File: src/rtl/axis_pixel_source.sv
// Reads one frame of pixels from a synchronous-read memory and streams it out over AXI-Stream.
// A 2-entry skid FIFO absorbs the one-cycle read latency so a continuously ready sink gets one beat per cycle.
module axis_pixel_source #(
    parameter int DATA_W    = 8,
    parameter int ADDR_W    = 21,
    parameter int FRAME_LEN = 1049600
) (
    input  logic              clk,
    input  logic              rst_n,
    input  logic              start,
    output logic              mem_rd_en,
    output logic [ADDR_W-1:0] mem_addr,
    input  logic [DATA_W-1:0] mem_rd_data,
    output logic [DATA_W-1:0] axi_data_out,
    output logic              axi_valid_out,
    output logic              axi_keep_out,
    output logic              axi_last_out,
    input  logic              axi_ready_in,
    output logic              busy,
    output logic              done
);

    localparam logic [ADDR_W:0] C_LEN  = (ADDR_W+1)'(FRAME_LEN);
    localparam logic [ADDR_W:0] C_LAST = (ADDR_W+1)'(FRAME_LEN - 1);

    typedef enum logic {
        S_IDLE = 1'b0,
        S_RUN  = 1'b1
    } state_t;

    state_t            r_state;
    state_t            w_next_state;

    logic [ADDR_W:0]   r_rd_cnt;
    logic [ADDR_W:0]   r_beat_cnt;
    logic [ADDR_W-1:0] r_mem_addr;
    logic              r_inflight;
    logic              r_inflight_last;
    logic              r_done;

    logic [DATA_W-1:0] r_fifo_data [2];
    logic [1:0]        r_fifo_last;
    logic              r_wr_ptr;
    logic              r_rd_ptr;
    logic [1:0]        r_count;

    logic              w_pop;
    logic              w_push;
    logic [2:0]        w_level;
    logic              w_frame_end;
    logic              w_start_frame;

    assign axi_valid_out = (r_count != 2'd0);
    assign axi_keep_out  = axi_valid_out;
    assign axi_data_out  = r_fifo_data[r_rd_ptr];
    assign axi_last_out  = axi_valid_out & r_fifo_last[r_rd_ptr];
    assign done          = r_done;

    assign w_pop         = axi_valid_out & axi_ready_in;
    assign w_push        = r_inflight;
    // Entries that will be occupied next cycle if no new read is issued now.
    assign w_level       = {1'b0, r_count} + {2'b00, r_inflight} - {2'b00, w_pop};
    assign w_frame_end   = w_pop & (r_beat_cnt == C_LAST);
    assign w_start_frame = (r_state == S_IDLE) & start;

    assign mem_addr      = mem_rd_en ? r_rd_cnt[ADDR_W-1:0] : r_mem_addr;

    always_ff @(posedge clk or negedge rst_n) begin
        if (!rst_n) begin
            r_state <= S_IDLE;
        end else begin
            r_state <= w_next_state;
        end
    end

    always_comb begin
        w_next_state = r_state;
        mem_rd_en    = 1'b0;
        busy         = 1'b0;
        case (r_state)
            S_IDLE: begin
                if (start) begin
                    w_next_state = S_RUN;
                end
            end
            S_RUN: begin
                busy      = 1'b1;
                mem_rd_en = (r_rd_cnt < C_LEN) && (w_level <= 3'd1);
                if (w_frame_end) begin
                    w_next_state = S_IDLE;
                end
            end
            default: w_next_state = S_IDLE;
        endcase
    end

    always_ff @(posedge clk or negedge rst_n) begin
        if (!rst_n) begin
            r_rd_cnt        <= '0;
            r_beat_cnt      <= '0;
            r_mem_addr      <= '0;
            r_inflight      <= 1'b0;
            r_inflight_last <= 1'b0;
            r_done          <= 1'b0;
            r_fifo_data[0]  <= '0;
            r_fifo_data[1]  <= '0;
            r_fifo_last     <= 2'b00;
            r_wr_ptr        <= 1'b0;
            r_rd_ptr        <= 1'b0;
            r_count         <= 2'd0;
        end else begin
            r_done     <= w_frame_end;
            r_inflight <= mem_rd_en;

            if (w_start_frame) begin
                r_rd_cnt   <= '0;
                r_beat_cnt <= '0;
            end else begin
                if (mem_rd_en) begin
                    r_rd_cnt <= r_rd_cnt + 1'b1;
                end
                if (w_pop) begin
                    r_beat_cnt <= r_beat_cnt + 1'b1;
                end
            end

            if (mem_rd_en) begin
                r_mem_addr      <= r_rd_cnt[ADDR_W-1:0];
                r_inflight_last <= (r_rd_cnt == C_LAST);
            end

            if (w_push) begin
                r_fifo_data[r_wr_ptr] <= mem_rd_data;
                r_fifo_last[r_wr_ptr] <= r_inflight_last;
                r_wr_ptr              <= ~r_wr_ptr;
            end
            if (w_pop) begin
                r_rd_ptr <= ~r_rd_ptr;
            end

            case ({w_push, w_pop})
                2'b10:   r_count <= r_count + 2'd1;
                2'b01:   r_count <= r_count - 2'd1;
                default: r_count <= r_count;
            endcase
        end
    end

endmodule

File: config.mk
export PLATFORM = sky130hd
export DESIGN_NAME = axis_pixel_source
export DESIGN_NICKNAME = d
export VERILOG_FILES = /design/src/rtl/axis_pixel_source.sv
export SDC_FILE = /design/constraint.sdc
export NUM_CORES = 1
export LEC_CHECK = 0
export CORE_AREA = 2 2 108 110
export CTS_CLUSTER_SIZE = 14
export DETAILED_ROUTE_END_ITERATION = 10
export DIE_AREA = 0 0 110 112
export PLACE_DENSITY_LB_ADDON = 0.08
export SLEW_MARGIN = 0
export SYNTH_ARGS = -nofsm -noshare
export SYNTH_HDL_FRONTEND = slang
export SYNTH_SLANG_ARGS = --single-unit
File: constraint.sdc
create_clock -name clk -period 8.2 [get_ports clk]
set_input_delay 1.64 -clock clk [delete_from_list [all_inputs] [get_ports clk]]
set_output_delay 1.64 -clock clk [all_outputs]
set_load 0.02 [all_outputs]
==> results of run 1 <==
[metrics by stage]
step | utilization | cells | worst slack, ns | area (sq um) | hold slack (ns)
finish | 0.471 | 576 | 1.03 | 5270 | 0.484
global route | 0.471 | 576 | 0.682 | 5270 | 0.510
CTS | 0.471 | 576 | 0.918 | 5270 | 0.489
detailed placement | 0.445 | 561 | 0.977 | 4970 | 0.477
global placement | 0.445 | 561 | 1.07 | 4970 | 0.471
floorplan | - | 389 | 2.59 | 4400 | 0.455
[how the worst min path moves through the flow]
stage	start	slack [ns]	endpoint	cells after the start
floorplan	r_rd_cnt[5]	0.46	r_rd_cnt[5]	1
global placement	r_mem_addr[18]	0.47	r_mem_addr[18]	1
detailed placement	r_mem_addr[3]	0.48	r_mem_addr[3]	1
CTS	r_wr_ptr	0.49	r_wr_ptr	1
global route	r_rd_cnt[21]	0.51	r_rd_cnt[21]	1
finish	r_wr_ptr	0.48	r_wr_ptr	1
[logic make-up (layout without fill, tap and decap cells)]
family / after synthesis / count (layout) / synth area share
buffers and inverters: 29 / 73 / 0.0304
muxes: 55 / 55 / 0.138
adders and majority gates: 4 / 4 / 0.0131
DFF: 91 / 91 / 0.517
and+or+nand+nor: 137 / 137 / 0.181
xor gates and xnor gates: 15 / 15 / 0.0298
AOI/OAI and AO/OA: 58 / 58 / 0.0906
[per-layer routing]
layer,vias to the layer above,GRT usage,wire length [um]
li1,1516,-,-
met1,1568,0.223,4460
met2,48,0.256,4200
met3,10,0.0468,338
met4,0,0.0616,105
met5,-,0,0
[report_power, final]
part	internal (W)	leakage, nW	total [W]	switching (W)
clock	0.000251	0.146	0.000413	0.000162
combinational	0.000315	0.954	0.000640	0.000326
sequential	0.000550	1.19	0.000642	0.0000923
total	0.00112	2.29	0.00170	0.000580
[state kept, by name (all words and copies together), names as in the netlist]
register and count:
r_inflight_last 1, r_mem_addr 21, r_rd_cnt 22, r_wr_ptr 1
r_inflight 1, done 1, r_beat_cnt 22, r_rd_ptr 1
r_state 1, r_fifo_data 16, r_fifo_last 2, r_count 2
[layout by cell type, fill, tap and decap left out, types with 10 or more instances in the layout]
| master | n |
|---|---|
| a21oi_1 | 17 |
| nand2_1 | 30 |
| or4_1 | 15 |
| nand3_1 | 15 |
| clkdlybuf4s50_1 | 45 |
| dfrtp_1 | 91 |
| xnor2_1 | 10 |
| o31ai_1 | 13 |
| mux2_1 | 17 |
| mux2_2 | 29 |
| nor2_1 | 22 |
[cell type report]
class                           count  area share
Clock inverter                      2     0.00665
Timing Repair Buffer               49      0.0912
Sequential cell                    91       0.432
Clock buffer                       13      0.0494
Multi-Input combinational cell    269       0.380
Tap cell                          143      0.0340
Inverter                            9     0.00641
==> impl_metrics.tcl, run 1 <==
set metrics [dict create \
    grt_usage 0.166 \
    ant_nets 0 \
    drt_iter0_drc 172 \
    synth_top_area_frac 0.517 \
    place.port_buffers 46 \
    yosysMostFrequentCell "dfrtp_1" \
    antenna_found_initial 0 \
    drive_gt1_frac 0.132 \
    nNetsFinal 445 \
    grt_pass1_wl_mm 16.0 \
    drc_errors 0 \
    max_stage_delay_ns 0.67 \
    layout.filler_cells 1067 \
    grt_pass1_vias 3302 \
    multi_input_area_sq_um 2000 \
    final.min_clock_period_ns 7.17 \
    clkLatencyLatePin_ns 0.34 \
    overflow 0 \
    setup_violations 0 \
    fp-row-count 39 \
    rsz0062_at_grt "no" \
    fmax_mhz 140 \
    die_h_um 112 \
    powerDensity_nw_per_um2 322 \
    cp-start-kind "input port" \
    cp_max_fo 23 \
    dieWidth_um 110 \
    rrSetupSlack_ns 4.83 \
    timing.slew.headroom 0.336 \
    cts-buffers-inserted 9 \
    min_path_type "flop to flop" \
    synth_cell_types 48 \
    tightest_slew_ns 0.993 \
    synth_top_area_cell "dfrtp_1" \
    arrival_ns 5.53 \
    hpwl_mm 6.06 \
    timing.critical_path.from "axi_ready_in" \
    avgSynthCellArea_sq_um 11.3 \
    ios 47 \
    synth.area.top_cells "dfrtp_1 (52%), mux2_2 (7.4%), mux2_1 (4.3%), nand2_1 (2.6%), or4_1 (2.6%)" \
    clk_pin_slew_ns 0.06 \
    grt_max_degree 50 \
    ys_warn_count 0 \
    via_count 3142 \
    cp-end-kind "output pin" \
    dieArea_sq_um 12300 \
    critPathTopFamily "buffers and inverters" \
    async_flop_share 1.00 \
    cts_hold_buf 0 \
    critPathCapture "mem_addr[20]" \
    cp.required_ns 6.56 \
    start_util 0.394 \
    maxCapViolCount 0 \
    worst-setup-path-type "input port to output pin" \
    clk_path_buf_depth 2 \
    slew_viol_final 0 \
    cts_setup_buffers 0 \
    synth_ff_type "dfrtp_1" \
    first_pass_iters 4 \
    ys_seq_area_frac 0.517 \
    vdd_ir_drop_max_mv 0.279 \
    hold_viol 0 \
    cp_num_cells 12 \
    vias_per_cell 5.45 \
    cts_resized 0 \
    cts_tree "built" \
    power.leakage_nw 2.29 \
    finalCritPeriodShare 0.874 \
    power_w 0.00170 \
    setup-tns-final_ns 0 \
    netlist_instances 389 \
    synth.top_cells.by_count "dfrtp_1 (91), nand2_1 (30), mux2_2 (29)" \
    cpMaxStageDelayCell "clkdlybuf4s50_1" \
    cts_sinks 91 \
    gp_congestion 0.769 \
    synth-seq-cells 91 \
    synth_edf_count 0 \
    path_cells "clkdlybuf4s50_1 > nand2_1 > nor2_1 > a21o_1 > ha_1 > inv_1 > fa_1 > and3b_1 > and2_1 > nand2_1 > o21ai_0 > clkdlybuf4s50_1" \
    status "complete, no violations" \
    seq_area_sq_um 2280 \
    antenna_cells 0 \
    core_sq_um 11200 \
    reg2reg_to "r_mem_addr[6]" \
    drt-total-wl_mm 9.11 \
    syn-num-nets 405 \
    r2r_cells 10 \
    fin_skew_ns 0.00779 \
    routedWlPerCell_um 15.8 \
    crit_buf_inv 3 \
    htree_levels 3 \
    syn_area_sq_um 4400 \
    area_delta_synth_final_pct 19.6 \
    worstReg2RegStart "r_count[1]" \
    clockRootBuffer "clkbuf_16" \
]
Note: power is estimated with default switching activity, not from simulation.
==> run 2, diff against run 1 <==
--- a/config.mk
+++ b/config.mk
@@ -6,9 +6,12 @@
 export NUM_CORES = 1
 export LEC_CHECK = 0
 export CORE_AREA = 2 2 108 110
+export CTS_CLUSTER_DIAMETER = 200
 export CTS_CLUSTER_SIZE = 14
 export DETAILED_ROUTE_END_ITERATION = 10
 export DIE_AREA = 0 0 110 112
+export GPL_ROUTABILITY_DRIVEN = 0
+export MAX_ROUTING_LAYER = met4
 export PLACE_DENSITY_LB_ADDON = 0.08
 export SLEW_MARGIN = 0
 export SYNTH_ARGS = -nofsm -noshare
==> run 2 against run 1 <==
- sequential share of layout area unchanged
- final area unchanged
- non-clock buffer count stayed put
- fmax hardly changed
- utilization unchanged
- sequential power hardly changed
- critical endpoint unchanged
==> impl_metrics.tcl, run 2 (same netlist as run 1, synthesis figures left out) <==
set metrics [dict create \
    core_sq_um 11200 \
    hold_viol 0 \
    min_path_type "flop to flop" \
    fp-row-count 39 \
    vias_per_cell 5.45 \
    dieWidth_um 110 \
    crit_buf_inv 3 \
    fin_skew_ns 0.00746 \
    grt_pass1_vias 3308 \
    powerDensity_nw_per_um2 322 \
    final.min_clock_period_ns 7.16 \
    fmax_mhz 140 \
    setup-tns-final_ns 0 \
    hpwl_mm 6.06 \
    nNetsFinal 445 \
    cp.required_ns 6.56 \
    timing.slew.headroom 0.335 \
    start_util 0.394 \
    path_cells "clkdlybuf4s50_1 > nand2_1 > nor2_1 > a21o_1 > ha_1 > inv_1 > fa_1 > and3b_1 > and2_1 > nand2_1 > o21ai_0 > clkdlybuf4s50_1" \
    grt_usage 0.171 \
    dp_cells 561 \
    htree_levels 3 \
    cts_setup_buffers 0 \
    clk_path_buf_depth 2 \
    cts_tree "built" \
    max_stage_delay_ns 0.67 \
    die_h_um 112 \
    cp_max_fo 23 \
    clockRootBuffer "clkbuf_16" \
    cts_resized 0 \
    setup_violations 0 \
    grtUsageMet2 0.256 \
    cts_hold_buf 0 \
    first_pass_iters 4 \
    clkLatencyLatePin_ns 0.34 \
    final_common_cell "dfrtp_1" \
    drt_iter0_drc 183 \
    area_delta_synth_final_pct 19.6 \
    cpMaxStageDelayCell "clkdlybuf4s50_1" \
    drt-total-wl_mm 9.09 \
    antenna_found_initial 0 \
    tightest_slew_ns 0.995 \
    via_count 3137 \
    place.port_buffers 46 \
    drive_gt1_frac 0.132 \
    critPathTopFamily "buffers and inverters" \
    grt_max_degree 50 \
    cp-start-kind "input port" \
    grt_pass1_wl_mm 16.0 \
    maxCapViolCount 0 \
    drc_errors 0 \
    rsz0062_at_grt "no" \
    routedWlPerCell_um 15.8 \
    fin_cells 576 \
    final_cell_mix "dfrtp_1 (91), clkdlybuf4s50_1 (45), nand2_1 (30)" \
    dieArea_sq_um 12300 \
    ios 47 \
    overflow 0 \
    clk_pin_slew_ns 0.06 \
    status "complete, no violations" \
    cts-buffers-inserted 9 \
    use_met3 0.0468 \
    worst-setup-path-type "input port to output pin" \
    cp-end-kind "output pin" \
    grt.busiest_layer "met2" \
    use_met1 0.222 \
    antenna_cells 0 \
    finalCritPeriodShare 0.874 \
    cts_sinks 91 \
    slew_viol_final 0 \
    vdd_ir_drop_max_mv 0.279 \
    largest_registers "r_beat_cnt x22, r_rd_cnt x22, r_mem_addr x21" \
    arrival_ns 5.52 \
    power.leakage_nw 2.29 \
    ant_nets 0 \
]
-- run 2: stage by stage --
| step | util | hold slack, ns | instance area (sq um) | setup slack, ns | power, W |
|---|---|---|---|---|---|
| after global routing | 0.471 | 0.510 | 5270 | 0.682 | 0.00181 |
| final | 0.471 | 0.483 | 5270 | 1.04 | 0.00170 |
| after floorplan | - | 0.455 | 4400 | 2.59 | 0.00107 |
| after global placement | 0.445 | 0.471 | 4970 | 1.07 | 0.00128 |
| after CTS | 0.471 | 0.489 | 5270 | 0.918 | 0.00173 |
| after detailed placement | 0.445 | 0.477 | 4970 | 0.977 | 0.00130 |
-- run 2: layer usage --
| metal | share of wire | vias to the layer above |
|---|---|---|
| met5 | 0 | - |
| met4 | 0.012 | 0 |
| met3 | 0.038 | 10 |
| met2 | 0.47 | 51 |
| met1 | 0.48 | 1556 |
| li1 | - | 1520 |
-- run 2: layout make-up --
type	count	area [sq um]
fill	1067	5910
multi-input combinational	269	2000
inverter	9	33.8
clock inverter	2	35.0
tap	143	179
clock buffer	13	260
sequential	91	2280
timing repair buffer	49	480
-- run 2: final timing paths --
path	depth (start not counted)	from	end	slack (ns)
worst max-delay path	12	axi_ready_in	mem_addr[20]	1.04
worst min-delay path	1	r_wr_ptr	r_wr_ptr	0.48
worst min register to register	1	r_wr_ptr	r_wr_ptr	0.48
min in group asynchronous	1	rst_n	r_mem_addr[12]	1.28
worst max register to register	10	r_count[1]	r_mem_addr[6]	4.83
max in group asynchronous	2	rst_n	r_fifo_last[1]	5.88
-- run 2: worst reg2reg max path: stages (launching register included) --
cell and delay [ns]:
dfrtp_1 0.58, nand2_1 0.09, nor2_1 0.18, a21o_1 0.14
ha_1 0.14, inv_1 0.05, fa_1 0.47, and3b_1 0.21
and2_1 0.20, nand2_1 0.59, mux2_1 0.59
-- run 2: power breakdown --
part	leakage [nW]	internal [W]	switching, W	total (W)
logic	0.954	0.000315	0.000326	0.000640
clock network	0.146	0.000251	0.000163	0.000414
registers	1.19	0.000550	0.0000923	0.000642
